==> src/rtl/reset_sequencer.sv <==
// Reset sequencer: releases NSTAGES subsystem resets in order with a programmable gap.
// Define RSTSEQ_ACK_EN to wait for a per-stage init-complete ack (with timeout) before moving on.
module reset_sequencer #(
   parameter int NSTAGES     = 4,
   parameter int HOLD_CYCLES = 4,
   parameter int DELAY       = 16,
   parameter int TIMEOUT     = 1024
) (
   input  logic               clk,
   input  logic               resetn,
   input  logic               swrst_req,
   input  logic [NSTAGES-1:0] stage_ack,
   output logic [NSTAGES-1:0] stage_reset,
   output logic [3:0]         cur_stage,
   output logic               seq_done,
   output logic               timeout_err
);

   localparam int HD_MAX = (HOLD_CYCLES > DELAY) ? HOLD_CYCLES : DELAY;
`ifdef RSTSEQ_ACK_EN
   localparam int CNT_MAX = (HD_MAX > TIMEOUT) ? HD_MAX : TIMEOUT;
`else
   localparam int CNT_MAX = HD_MAX;
`endif
   localparam int         CW   = $clog2(CNT_MAX + 1);
   localparam logic [3:0] LAST = 4'(NSTAGES - 1);

`ifdef RSTSEQ_ACK_EN
   typedef enum logic [1:0] {
      S_HOLD,
      S_WAIT_DELAY,
      S_WAIT_ACK,
      S_DONE
   } state_t;
`else
   typedef enum logic [1:0] {
      S_HOLD,
      S_WAIT_DELAY,
      S_DONE
   } state_t;
`endif

   state_t             state_q, state_d;
   logic [CW-1:0]      cnt_q, cnt_d;
   logic [NSTAGES-1:0] rst_q, rst_d;
   logic [3:0]         cur_q, cur_d;
   logic               done_q, done_d;
   logic [NSTAGES-1:0] release_mask;

`ifdef RSTSEQ_ACK_EN
   logic terr_q, terr_d;
   logic ack_sel;
`else
   logic unused_noack;
   assign unused_noack = (^stage_ack) ^ (TIMEOUT > 0);
`endif

   // Release mask covers every stage up to and including the current one, so
   // a release can never leave a lower-index stage still in reset.
   always_comb begin
      // NOTE: every variable gets a default before any branch, so no path leaves
      // a combinational output unassigned and no latch is inferred.
      release_mask = '0;
`ifdef RSTSEQ_ACK_EN
      ack_sel = 1'b0;
`endif
      for (int k = 0; k < NSTAGES; k++) begin
         release_mask[k] = (4'(k) <= cur_q);
`ifdef RSTSEQ_ACK_EN
         if (4'(k) == cur_q) ack_sel = stage_ack[k];
`endif
      end
   end

   always_comb begin
      state_d = state_q;
      cnt_d   = cnt_q;
      rst_d   = rst_q;
      cur_d   = cur_q;
      done_d  = done_q;
`ifdef RSTSEQ_ACK_EN
      terr_d  = terr_q;
`endif
      if (swrst_req) begin
         // Warm reset outranks every in-flight event, including a same-cycle timeout.
         state_d = S_HOLD;
         cnt_d   = '0;
         rst_d   = '1;
         cur_d   = '0;
         done_d  = 1'b0;
      end else begin
         case (state_q)
            S_HOLD: begin
               if (cnt_q == CW'(HOLD_CYCLES - 1)) begin
                  state_d = S_WAIT_DELAY;
                  cnt_d   = '0;
               end else begin
                  cnt_d = cnt_q + CW'(1);
               end
            end
            S_WAIT_DELAY: begin
               if (cnt_q == CW'(DELAY - 1)) begin
                  rst_d = rst_q & ~release_mask;
                  cnt_d = '0;
`ifdef RSTSEQ_ACK_EN
                  state_d = S_WAIT_ACK;
`else
                  if (cur_q == LAST) begin
                     state_d = S_DONE;
                     done_d  = 1'b1;
                  end else begin
                     cur_d = cur_q + 4'd1;
                  end
`endif
               end else begin
                  cnt_d = cnt_q + CW'(1);
               end
            end
`ifdef RSTSEQ_ACK_EN
            S_WAIT_ACK: begin
               if (ack_sel || (cnt_q == CW'(TIMEOUT - 1))) begin
                  if (!ack_sel) terr_d = 1'b1;
                  cnt_d = '0;
                  if (cur_q == LAST) begin
                     state_d = S_DONE;
                     done_d  = 1'b1;
                  end else begin
                     state_d = S_WAIT_DELAY;
                     cur_d   = cur_q + 4'd1;
                  end
               end else begin
                  cnt_d = cnt_q + CW'(1);
               end
            end
`endif
            S_DONE: begin
               rst_d = '0;
               cur_d = LAST;
            end
            default: begin
               state_d = S_HOLD;
               cnt_d   = '0;
               rst_d   = '1;
               cur_d   = '0;
               done_d  = 1'b0;
            end
         endcase
      end
   end

   always_ff @(posedge clk or negedge resetn) begin
      if (!resetn) begin
         state_q <= S_HOLD;
         cnt_q   <= '0;
         rst_q   <= '1;
         cur_q   <= '0;
         done_q  <= 1'b0;
`ifdef RSTSEQ_ACK_EN
         terr_q  <= 1'b0;
`endif
      end else begin
         // NOTE: non-blocking assignments so every register samples the pre-edge
         // values computed by the combinational block.
         state_q <= state_d;
         cnt_q   <= cnt_d;
         rst_q   <= rst_d;
         cur_q   <= cur_d;
         done_q  <= done_d;
`ifdef RSTSEQ_ACK_EN
         terr_q  <= terr_d;
`endif
      end
   end

   assign stage_reset = rst_q;
   assign cur_stage   = cur_q;
   assign seq_done    = done_q;
`ifdef RSTSEQ_ACK_EN
   assign timeout_err = terr_q;
`else
   assign timeout_err = 1'b0;
`endif

endmodule

==> config.mk <==
export PLATFORM = sky130hd
export DESIGN_NAME = reset_sequencer
export DESIGN_NICKNAME = d
export VERILOG_FILES = /design/src/rtl/reset_sequencer.sv
export SDC_FILE = /design/constraint.sdc
export NUM_CORES = 1
export LEC_CHECK = 0
export ABC_CLOCK_PERIOD_IN_PS = 2200
export BUFFER_PORTS_ARGS = -buffer_cell sky130_fd_sc_hd__buf_2
export CORE_ASPECT_RATIO = 1.4
export CORE_MARGIN = 5
export CORE_UTILIZATION = 45
export CTS_CLUSTER_SIZE = 20
export DETAILED_ROUTE_END_ITERATION = 10
export HOLD_SLACK_MARGIN = 0.12
export PLACE_DENSITY = 0.69
export SETUP_SLACK_MARGIN = 0.05
export SLEW_MARGIN = 5
export SYNTH_ARGS = -nofsm -noshare
export SYNTH_HDL_FRONTEND = slang
export SYNTH_SLANG_ARGS = --single-unit
==> constraint.sdc <==
create_clock -name clk -period 2.2 [get_ports clk]
set_input_delay 0.11 -clock clk [delete_from_list [all_inputs] [get_ports clk]]
set_output_delay 0.11 -clock clk [all_outputs]
set_load 0.005 [all_outputs]
=== Word-level counts from Yosys, hierarchy flattened ===
Index checks and enable logic that the tools add are counted.

* Bits in registers: 16
* Input port bits: 7
* Output and inout port bits: 10
* Word-level logic and storage cells: 51

* Add/subtract/negate cells: 2
* Magnitude comparators: 4
* Eq/ne operators: 12
* Muxes and demuxes: 20
* Bitwise gates (word level): 2
* Reduce and logical (&&, ||, !) cells: 6

{| class="wikitable"
|+ Operators with widths
! kind !! count
|-
| one-hot mux 4 bit (3 select lines) || 2
|-
| 2-to-1 mux 4 bit || 5
|-
| 2-to-1 mux 5 bit || 3
|-
| one-hot mux 5 bit (3 select lines) || 1
|-
| inequality test 3 bit (second input constant) || 4
|-
| less-or-equal comparator 1 x 4 -> 1 bit (first input constant) || 2
|-
| less-or-equal comparator 2 x 4 -> 1 bit (first input constant) || 2
|-
| 2-to-1 mux 2 bit || 4
|-
| one-hot mux 2 bit (3 select lines) || 1
|-
| AND reduction 3 bit || 2
|-
| adder 5 x 1 -> 5 bit (second input constant) || 1
|-
| equality test 5 x 2 -> 1 bit (second input constant) || 1
|-
| equality test 5 x 4 -> 1 bit (second input constant) || 1
|-
| adder 4 x 1 -> 4 bit (second input constant) || 1
|-
| bitwise AND 4 bit || 1
|-
| equality test 4 x 2 -> 1 bit (second input constant) || 1
|-
| inequality test 2 bit (second input constant) || 2
|-
| inverter 4 bit || 1
|-
| AND reduction 4 bit || 1
|-
| 2-to-1 mux 1 bit || 3
|-
| equality test 2 x 1 -> 1 bit (second input constant) || 1
|-
| equality test 2 bit (second input constant) || 1
|-
| zero test 2 bit || 1
|-
| inequality test 2 x 1 -> 1 bit (second input constant) || 1
|-
| other kinds (3) || 3
|}

=== Depth between registers and ports, before layout ===
* Word-level depth: 6
* Gate-level depth with buffers: 8
* Depth with buffers taken out: 8

=== Worst setup path after synthesis ===
OpenSTA, ideal clock, no wires.

* Path kind: reg-to-reg
* Start point: reg cnt_q[0]
* End point: reg cur_q[3] (netlist: cur_stage[3])
* Setup time: 122 ps
* Data arrival time: 1648 ps
* Data required time: 2078 ps
* Setup slack: 431 ps
* Stages on the path, launching flop included: 9
* Path buffers: 0
* Period minus slack after synthesis: 1769 ps
* Cells stage by stage: dfrtp_1 -> ha_1 -> nand3_1 -> inv_1 -> ha_1 -> and2b_1 -> o21a_2 -> o21ai_1 -> a32o_1

* Cells in the longest elaborated chain, start to end: 3

{| class="wikitable"
|+ RTL lines
! element !! line !! RTL
|-
| from (decl) || 44 || <nowiki>logic [CW-1:0] cnt_q, cnt_d;</nowiki>
|-
| from (signal assigned) || 165 || <nowiki>cnt_q <= cnt_d;</nowiki>
|-
| equality test 5 x 4 -> 1 bit || 102 || <nowiki>if (cnt_q == CW'(DELAY - 1)) begin</nowiki>
|-
| inequality test 3 bit (no line) || - ||
|-
| AND reduction 3 bit (no line) || - ||
|-
| to (signal assigned) || 167 || <nowiki>cur_q <= cur_d;</nowiki>
|-
| to (decl) || 46 || <nowiki>logic [3:0] cur_q, cur_d;</nowiki>
|}

No other way between the ends.
A chain may end at the register's enable or synchronous reset.

=== Worst setup path in the final report ===
Same ends and word-level chain as after synthesis.

==> results.sh <==
export IMPL_outcome="completed"
export IMPL_final_setup_tns_ps=0
export IMPL_avgSynthCellArea_sq_um=9.20
export IMPL_synth_simple_area_share=0.248
export IMPL_ys_warn_count=0
export IMPL_grt_pass1_vias=789
export IMPL_vias_per_cell=5.58
export IMPL_yosysMostFrequentCell="nand2_1"
export IMPL_clk_pin_slew_worst_paths_ps=100
export IMPL_post_cts_resized_instances=0
export IMPL_die_x_um=50.6
export IMPL_min_period_ps=1930
export IMPL_drc_errors=0
export IMPL_finalMaxSlewViolations=0
export IMPL_end_kind="flop"
export IMPL_dieArea_sq_mm=0.00339
export IMPL_netlist_top_cells_count="13 x nand2_1, 12 x dfrtp_1, 9 x ha_1, 8 x inv_1"
export IMPL_initial_core_util=0.472
export IMPL_syn_to_final_growth_pct=12.4
export IMPL_seq_area_frac_synth=0.390
export IMPL_drive_above_1_share=0.227
export IMPL_ys_seq_elements=16
export IMPL_p_leak_nw=0.539
export IMPL_synthMuxAreaShare=0.0289
export IMPL_synth_top_family_by_area="simple AND/OR/NAND/NOR gates"
export IMPL_grt_pass1_wl_um=3670
export IMPL_clk_latency_ps=310
export IMPL_io_buffers=11
export IMPL_synth_area_top_cells="dfrtp_1 29%, ha_1 11%, dfstp_2 10%"
export IMPL_synthXorXnorAreaFrac=0
export IMPL_synth_compound_area_frac=0.172
export IMPL_pin_count=17
export IMPL_setup_violations=0
export IMPL_grt_antenna_before_repair=0
export IMPL_vias=837
export IMPL_antenna_left=0
export IMPL_first_pass_iters=4
export IMPL_grt_max_degree=17
export IMPL_numCtsBuffers=3
export IMPL_r2r_start="cnt_q[0]"
export IMPL_path_class="flop to flop"
export IMPL_rsz0062_at_grt="no"
export IMPL_powerDensity_mw_per_mm2=825
export IMPL_skew_ps=3.64
export IMPL_fmax_mhz=517
export IMPL_tritoncts="built"
export IMPL_dr_first_iter_drc_count=7
export IMPL_clock_sinks=16
export IMPL_worstPathRequired_ps=2410
export IMPL_fin_crit_sh=0.878
export IMPL_track_usage=0.143
export IMPL_syn_inst=113
export IMPL_synth_top_cell_area_share=0.289
export IMPL_start_kind="flop"
export IMPL_cap_violations=0
export IMPL_synth_edf_count=0
export IMPL_vdd_ir_drop_max_uv=402
export IMPL_yosys_area_top_type="dfrtp_1"
export IMPL_syn_num_nets=129
export IMPL_wirelength_um=2170
export IMPL_die_height_um=66.9
export IMPL_async_flop_share=1.00
export IMPL_syn_area_sq_mm=0.00104
export IMPL_core_area_sq_mm=0.00220
export IMPL_detail_route_wl_per_cell_um=14.4
export IMPL_clockBufferDepth=2
export IMPL_hold_path_class="input port to asynchronous set/reset pin"
export IMPL_synth_distinct_cells=37
export IMPL_synthAdderAreaFrac=0.108
export IMPL_nets=145
export IMPL_hpwl_um=1650
export IMPL_cts_max_level=1
export IMPL_cp_max_fo=6
export IMPL_crit_arrival_ps=2140
export IMPL_synth_ff_type="dfrtp_1"
export IMPL_cts_root_buf="clkbuf_4"
export IMPL_p_total_w=0.000965
export IMPL_antenna_cells=0
export IMPL_grt_overflow=0
export IMPL_timing_hold_violations_final=0
export IMPL_startpoint="cnt_q[0]"
export IMPL_gp_congestion=0.827
export IMPL_std_cell_rows=20
[worst paths after layout]
| path | to | slack (ps) | cells after the start |
|---|---|---|---|
| max in group asynchronous | stage_reset[0] | 1650 | 2 |
| worst min-delay path | cnt_q[3] | 240 | 2 |
| worst max register to register | cur_stage[3] | 270 | 8 |
| worst max-delay path | cur_stage[3] | 270 | 8 |
| worst min register to register | stage_reset[3] | 480 | 2 |
| min in group clk | stage_reset[3] | 480 | 2 |
[worst max-delay path, cell delays in order (launching register included)]
cell     delay [ps]
dfrtp_1         420
ha_1            250
nand3_1         120
inv_1            50
ha_1            220
and2b_1         250
o21a_2          190
o21ai_1          80
a32o_1          250
[registers in the layout, summed over array words and instances, names as in the netlist]
name	flops
cur_stage	4
state_q	2
cnt_q	5
seq_done	1
stage_reset	4
[metal layers]
layer,global-route usage,vias to the layer above,routed length [um]
met4,0.0767,0,51
li1,-,421,-
met1,0.175,396,947
met5,0,-,0
met2,0.236,15,1100
met3,0.0201,5,62
[what timing repair did]
action | 4_1_cts | 5_1_grt
endpoints found under the hold margin | 17 | 0
endpoints found under the setup margin | 0 | 0
hold buffers | 2 | 0
setup buffers | 0 | 0
[area by class of cell]
| class | instances | area (sq um) |
|---|---|---|
| clock buffer | 4 | 36.3 |
| fill | 211 | 1030 |
| multi-input combinational | 85 | 583 |
| tap | 22 | 27.5 |
| timing repair buffer | 14 | 82.6 |
| inverter | 9 | 33.8 |
| sequential | 16 | 405 |
[layout by cell type (no fill, tap or decap), types with 3 or more instances in the layout]
master	count
dfstp_2	4
mux2i_1	3
nand3_1	4
ha_1	9
inv_1	8
nor2b_1	7
clkbuf_4	3
nor2_1	7
a21oi_1	4
buf_2	11
o31ai_1	3
nand2_1	13
o21ai_0	7
dfrtp_1	12
[power breakdown]
group	internal [W]	total (W)	switching, W	leakage, nW
Combinational	0.000151	0.000342	0.000191	0.312
Clock	0.000101	0.000205	0.000104	0.0210
Sequential	0.000368	0.000418	0.0000493	0.206
Total	0.000620	0.000965	0.000344	0.539
[stage by stage]
stage / std cells / hold WS, ps / area [sq um] / util / setup WS, ps
2_1_floorplan: 113 / -186 / 1040 / - / 431
3_3_place_gp: 144 / 40.5 / 1110 / 0.505 / 312
4_1_cts: 150 / 259 / 1170 / 0.531 / 252
3_5_place_dp: 144 / 48.1 / 1110 / 0.505 / 284
6_report: 150 / 239 / 1170 / 0.531 / 267
5_1_grt: 150 / 265 / 1170 / 0.531 / 146
[cell families (layout without fill, tap and decap cells)]
kind of cell,count (synthesis),after routing
AND/OR/NAND/NOR,45,45
AO/OA/AOI/OAI,27,27
other,1,1
adder cells (fa/ha/maj),9,9
multiplexers,3,3
flip-flops,16,16
buffers and inverters,12,27
No activity file was read; power rests on OpenSTA's default activity.
